===== config.mk =====
export PLATFORM = sky130hd
export DESIGN_NAME = warmboot_sequencer_flat
export DESIGN_NICKNAME = d
export VERILOG_FILES = /design/src/rtl/warmboot_sequencer_if.sv /design/src/rtl/warmboot_sequencer.sv /design/src/flat_wrapper.sv
export SDC_FILE = /design/constraint.sdc
export NUM_CORES = 1
export LEC_CHECK = 0
export ABC_AREA = 1
export BUFFER_PORTS_ARGS = -buffer_cell sky130_fd_sc_hd__clkbuf_2
export CELL_PAD_IN_SITES_DETAIL_PLACEMENT = 0
export CELL_PAD_IN_SITES_GLOBAL_PLACEMENT = 1
export CORE_MARGIN = 2
export CORE_UTILIZATION = 47
export CTS_BUF_LIST = sky130_fd_sc_hd__clkbuf_4 sky130_fd_sc_hd__clkbuf_8
export CTS_CLUSTER_SIZE = 28
export DETAILED_ROUTE_END_ITERATION = 16
export GPL_TIMING_DRIVEN = 0
export PLACE_DENSITY = 0.91
export RECOVER_POWER = 100
export SYNTH_ARGS = -nofsm -noshare
export SYNTH_HDL_FRONTEND = slang
export SYNTH_SLANG_ARGS = --single-unit

===== constraint.sdc =====
create_clock -name CLK -period 1.9 [get_ports CLK]
set_input_delay 0.38 -clock CLK [delete_from_list [all_inputs] [get_ports CLK]]
set_output_delay 0.38 -clock CLK [all_outputs]
set_load 0.02 [all_outputs]

===== src/rtl/warmboot_sequencer_if.sv =====
// rtl/warmboot_sequencer_if.sv - boot-request handshake between requester and warm-boot sequencer
interface warmboot_sequencer_if;
  logic       REQ_VALID;
  logic [1:0] REQ_IMAGE;
  logic       REQ_READY;

  // Requester side: command decoder or button front-end
  modport master (
    output REQ_VALID,
    output REQ_IMAGE,
    input  REQ_READY
  );

  // Sequencer side: consumes requests
  modport slave (
    input  REQ_VALID,
    input  REQ_IMAGE,
    output REQ_READY
  );
endinterface


===== src/rtl/warmboot_sequencer.sv =====
// rtl/warmboot_sequencer.sv - LED countdown then timed S1/S0 setup and BOOT drive for SB_WARMBOOT
module warmboot_sequencer #(
  parameter int HOLDOFF_LOG2 = 22,
  parameter int BLINKS       = 4,
  parameter int SETUP_CYCLES = 16
) (
  input  logic                 CLK,
  input  logic                 RST_N,
  warmboot_sequencer_if.slave  req,
  input  logic                 CANCEL,
  output logic                 BUSY,
  output logic                 WB_BOOT,
  output logic                 WB_S1,
  output logic                 WB_S0,
  output logic                 LED_R,
  output logic                 LED_G,
  output logic                 LED_B
);

  localparam int BW = $clog2(BLINKS + 1);
  localparam int SW = $clog2(SETUP_CYCLES + 1);
  localparam int PW = HOLDOFF_LOG2;

  localparam logic [BW-1:0] BLINK_LOAD = BW'(BLINKS);
  localparam logic [BW-1:0] BLINK_ONE  = BW'(1);
  localparam logic [SW-1:0] SETUP_LAST = SW'(SETUP_CYCLES - 1);
  localparam logic [SW-1:0] SETUP_ONE  = SW'(1);
  localparam logic [PW-1:0] PRE_ONE    = PW'(1);

  typedef enum logic [1:0] {
    S_IDLE      = 2'd0,
    S_COUNTDOWN = 2'd1,
    S_SETUP     = 2'd2,
    S_BOOT      = 2'd3
  } state_t;

  state_t         state_q;
  state_t         state_d;
  logic [1:0]     img_q;
  logic [PW-1:0]  prescaler_q;
  logic [BW-1:0]  blink_cnt_q;
  logic [SW-1:0]  setup_cnt_q;
  logic           blink_phase_q;

  // Control strobes decoded alongside the next state
  logic           accept;
  logic           tick_take;
  logic           enter_setup;
  logic           tick;
  logic           lit;
  logic           sel_r;
  logic           sel_g;
  logic           sel_b;

  // A tick is the last clock of each prescaler period
  assign tick = &prescaler_q;

  // State register; BOOT is terminal and only reset leaves it
  always_ff @(posedge CLK or negedge RST_N) begin
    if (!RST_N) begin
      state_q <= S_IDLE;
    end else begin
      state_q <= state_d;
    end
  end

  // Next-state logic and registered-state output decode
  always_comb begin
    state_d     = state_q;
    accept      = 1'b0;
    tick_take   = 1'b0;
    enter_setup = 1'b0;
    unique case (state_q)
      S_IDLE: begin
        if (req.REQ_VALID) begin
          accept  = 1'b1;
          state_d = S_COUNTDOWN;
        end
      end
      S_COUNTDOWN: begin
        // Cancel takes priority over a tick landing on the same clock
        if (CANCEL) begin
          state_d = S_IDLE;
        end else if (tick) begin
          tick_take = 1'b1;
          if (blink_cnt_q == BLINK_ONE) begin
            enter_setup = 1'b1;
            state_d     = S_SETUP;
          end
        end
      end
      S_SETUP: begin
        if (setup_cnt_q == SETUP_LAST) begin
          state_d = S_BOOT;
        end
      end
      S_BOOT: begin
        state_d = S_BOOT;
      end
      default: begin
        state_d = S_IDLE;
      end
    endcase
  end

  // Image latch: held from acceptance until the next acceptance
  always_ff @(posedge CLK or negedge RST_N) begin
    if (!RST_N) begin
      img_q <= 2'd0;
    end else if (accept) begin
      img_q <= req.REQ_IMAGE;
    end
  end

  // Free-running prescaler during the countdown, restarted on acceptance
  always_ff @(posedge CLK or negedge RST_N) begin
    if (!RST_N) begin
      prescaler_q <= '0;
    end else if (accept) begin
      prescaler_q <= '0;
    end else if (state_q == S_COUNTDOWN) begin
      prescaler_q <= prescaler_q + PRE_ONE;
    end
  end

  // Blink counter and phase: one decrement and one toggle per taken tick
  always_ff @(posedge CLK or negedge RST_N) begin
    if (!RST_N) begin
      blink_cnt_q   <= '0;
      blink_phase_q <= 1'b0;
    end else if (accept) begin
      blink_cnt_q   <= BLINK_LOAD;
      blink_phase_q <= 1'b0;
    end else if (tick_take) begin
      blink_cnt_q   <= blink_cnt_q - BLINK_ONE;
      blink_phase_q <= ~blink_phase_q;
    end
  end

  // Setup counter: cleared on entry, counts while waiting for BOOT, never wraps
  always_ff @(posedge CLK or negedge RST_N) begin
    if (!RST_N) begin
      setup_cnt_q <= '0;
    end else if (enter_setup) begin
      setup_cnt_q <= '0;
    end else if (state_q == S_SETUP && state_d == S_SETUP) begin
      setup_cnt_q <= setup_cnt_q + SETUP_ONE;
    end
  end

  // Output decode from state and registers only; no input reaches an output directly
  always_comb begin
    req.REQ_READY = (state_q == S_IDLE);
    BUSY          = (state_q != S_IDLE);
    WB_BOOT       = (state_q == S_BOOT);
    WB_S1         = (state_q != S_IDLE) & img_q[1];
    WB_S0         = (state_q != S_IDLE) & img_q[0];
    sel_r         = (img_q == 2'd0) | (img_q == 2'd3);
    sel_g         = (img_q == 2'd1) | (img_q == 2'd3);
    sel_b         = (img_q == 2'd2) | (img_q == 2'd3);
    lit           = ((state_q == S_COUNTDOWN) & ~blink_phase_q) |
                    (state_q == S_SETUP) | (state_q == S_BOOT);
    LED_R         = ~(lit & sel_r);
    LED_G         = ~(lit & sel_g);
    LED_B         = ~(lit & sel_b);
  end

endmodule

===== src/flat_wrapper.sv =====
// flat-port wrapper written by rule: the top's interface ports become plain ports
module warmboot_sequencer_flat 
#(
  parameter int HOLDOFF_LOG2 = 22,
  parameter int BLINKS       = 4,
  parameter int SETUP_CYCLES = 16
)
  (CLK, RST_N, CANCEL, BUSY, WB_BOOT, WB_S1, WB_S0, LED_R, LED_G, LED_B, req_REQ_VALID, req_REQ_IMAGE, req_REQ_READY);
  warmboot_sequencer_if req_i ();
  input  logic CLK;
  input  logic RST_N;
  input  logic CANCEL;
  output logic BUSY;
  output logic WB_BOOT;
  output logic WB_S1;
  output logic WB_S0;
  output logic LED_R;
  output logic LED_G;
  output logic LED_B;
  input wire logic [$bits(req_i.REQ_VALID)-1:0] req_REQ_VALID;
  input wire logic [$bits(req_i.REQ_IMAGE)-1:0] req_REQ_IMAGE;
  output wire logic [$bits(req_i.REQ_READY)-1:0] req_REQ_READY;
  assign req_i.REQ_VALID = req_REQ_VALID;
  assign req_i.REQ_IMAGE = req_REQ_IMAGE;
  assign req_REQ_READY = req_i.REQ_READY;
  warmboot_sequencer #(.HOLDOFF_LOG2(HOLDOFF_LOG2), .BLINKS(BLINKS), .SETUP_CYCLES(SETUP_CYCLES)) u_core (.CLK(CLK), .RST_N(RST_N), .req(req_i), .CANCEL(CANCEL), .BUSY(BUSY), .WB_BOOT(WB_BOOT), .WB_S1(WB_S1), .WB_S0(WB_S0), .LED_R(LED_R), .LED_G(LED_G), .LED_B(LED_B));
endmodule

==> results.md <==
- Clk_lat worst skew: around 290 ps
- First-pass GRT wire length: around 6500 um
- P&R area growth vs syn: 9.415%
- Overall die height: around 70 um
- RSZ-0062 raised after global routing: no
- Initial antenna violation count: 0
- Crit start category: register
- Crit path time final: about 1800 ps
- Max IR drop VDD: a little over 0.4 mV
- I/O pin total: 14
- Share of post-route cells with drive strength above 1: 16.67%
- Clk slew on worst S/H paths: 70 ps
- Worst-Margin Slew: ~850 ps
- Ant. Diodes: 0
- Pre-antenna DRT Iters: 4
- 1st-iter DRT viols: 83
- Port bufs: 13
- Req. time, crit path: between 2000 and 2500 ps
- Critical Path AT: ~2000 ps
- Register-to-Register Setup Slack: between 100 and 150 ps
- Crit Path Category: reg2reg
- Fillers: 437
- CP max stage delay: approximately 400 ps
- Max clock buf depth: 2
- RR Endpoint: u_core.setup_cnt_q[0]
- GPL Wtd Cong: ~0.77
- Critical path fanouts, max: 7
- R2r startpoint: u_core.setup_cnt_q[0]
- Vias per cell: 4.907
- Commonest cells after routing, fill and taps aside: nand2_1, inv_1, dfrtp_1
- Dpl cells: approximately 320
- Area of the multi-input gates: just under 0.001 sq mm
- Setup-failing EPs final: 0
- Outcome: complete, no violations
- HP Class: in2async
- Setup_tns: 0 ps
- Die W: 70.42 um
- Leak: about 0.0012 uW
- Number of max-slew violations in the final report: 0
- Worst setup path startpoint: u_core.setup_cnt_q[0]
- Power Dens Cells: a little under 600 mW/mm^2
- DP Wirelength: between 2000 and 3000 um
- # DRC: 0
- Setup ws final: about 140 ps
- FF+latch area: just under 900 sq um
- Place WS: 166.6 ps
- Core Rows: 24
- CP most frequent cell: ha_1
- Fin crit share: between 90% and 100%
- Global route overflow: 0
- Max Clk Rate: 0.5671 GHz
- # H-tree levels: 2
- Hold Fails Final Rpt: 0
- GRT Total Usage: between 10% and 20%
- Pin count of the biggest net entering global routing: 36
- Remaining antenna violation count: 0
- CP Capture Type: register
- Cts hold-fix bufs: 0
- Crit path cell chain: ha_1, inv_1, nor2_1, ha_1, nand3b_1, clkbuf_4, or2_2, nand2_1
- Max-capacitance violation count: 0
- Post-Layout Cell Count: between 300 and 400
- Nets: about 300
- Vias in the first global route: between 1000 and 1500
- Die area: 0.004958 sq mm
- Root buffer cell: clkbuf_8
- CTS tree: yes
- Post-synth cell types: 28
- Core area: about 0.0043 sq mm
- Wirelength per Cell: between 10 and 15 um
- Flops & latches, synth: 35
- Setup Skew: between 6 and 7 ps
- Num Clock Sinks: 35
- Total wire length: between 3000 and 4000 um
- Most common cell after layout, fill and taps aside: nand2_1
- Net Count, Synth: ~270
- Crit-path slowest cell: dfrtp_1
- Synthesized area: ~0.0021 sq mm
- Syn avg cell area: ~8 sq um
- CTS buffer count: 5
- Final hold slack: between 150 and 200 ps
- Yosys warning total: 0
- Seq/Total Area, Yosys: between 40 and 50%
- Vias post-DR: between 1500 and 2000
- Worst r2r path cells: 8
- Relative slew slack: a little over two fifths
- Mapped Cells: roughly 260
- Starting Density: between 40% and 50%
## worst max-delay path by stage
stage | endpoint | slack (ps) | depth (start not counted)
after floorplan | u_core.setup_cnt_q[3] | 330 | 9
after global placement | u_core.setup_cnt_q[3] | 180 | 9
after detailed placement | u_core.setup_cnt_q[3] | 170 | 9
after CTS | u_core.setup_cnt_q[3] | 140 | 9
after global routing | u_core.setup_cnt_q[0] | 7 | 8
final | u_core.setup_cnt_q[0] | 140 | 8
## state kept, by name (all words and copies together), names as in the netlist
| signal | cells |
|---|---|
| u_core.blink_cnt_q | 3 |
| u_core.blink_phase_q | 1 |
| u_core.img_q | 2 |
| u_core.prescaler_q | 22 |
| u_core.setup_cnt_q | 5 |
| u_core.state_q | 2 |
## layout make-up
class	instances	share of cell area, %
inverter	41	6.784
multi-input combinational	179	43.35
clock buffer	6	3.640
buffer	3	0.6619
timing repair buffer	17	3.861
clock inverter	1	0.2206
tap	52	2.868
sequential	35	38.61
## cell families after synthesis
logic type                 Yosys count  synth area share, %
and+or+nand+nor                    135                35.49
buffers and inverters               44                8.388
AOI/OAI and AO/OA                   35                8.630
adders and majority gates            8                4.828
xor gates and xnor gates             1               0.4225
DFF                                 35                42.25
## power by group
| part | leakage [uW] | total [uW] | internal [uW] | switching, uW |
|---|---|---|---|---|
| Sequential | 0.000396 | 751 | 749 | 2.45 |
| Clock | 0.0000470 | 543 | 284 | 259 |
| Combinational | 0.000796 | 56.3 | 15.2 | 41.1 |
## synth_stat cells (all sizes together)
cell type  number  share of area, %
nand3          28               8.2
dfrtp          35                42
o21ai          31               7.7
or2             3              0.91
a21oi           4              0.97
xor2            1              0.42
ha              8               4.8
nor2           24               8.1
nor3            7               2.5
buf             3              0.97
nand4           5               2.2
nand3b          1              0.36
inv            41               7.4
nand2          67                13
## repair_timing
| item | CTS | global route |
|---|---|---|
| setup buffers | 0 | 4 |
| setup endpoints to repair | 0 | 4 |
| resized for setup | 0 | 0 |
| hold endpoints to repair | 0 | 0 |
## metal layers
metal	vias to the layer above	part of all wire, %	GRT usage [%]
met5	-	0	0
met4	0	1.9	7.051
met3	7	4.1	4.329
met2	24	45	26.31
met1	738	49	21.65
li1	870	-	-
## stage by stage
step	util [%]	total power, uW	cell area (sq um)
after floorplan	-	792.7	2073
after global placement	51.31	825.2	2203
after detailed placement	51.31	825.3	2203
after CTS	53.35	1373	2291
after global routing	52.83	1406	2268
final	52.83	1350	2268
## critical path: cells and delay by family, from the launching register on
kind / cells / cell delay [ps]
adder cells (fa/ha/maj): 2 / 380
AND/OR/NAND/NOR: 4 / 650
flip-flops: 1 / 400
buffers and inverters: 2 / 280
No activity file was read; power rests on OpenSTA's default activity.
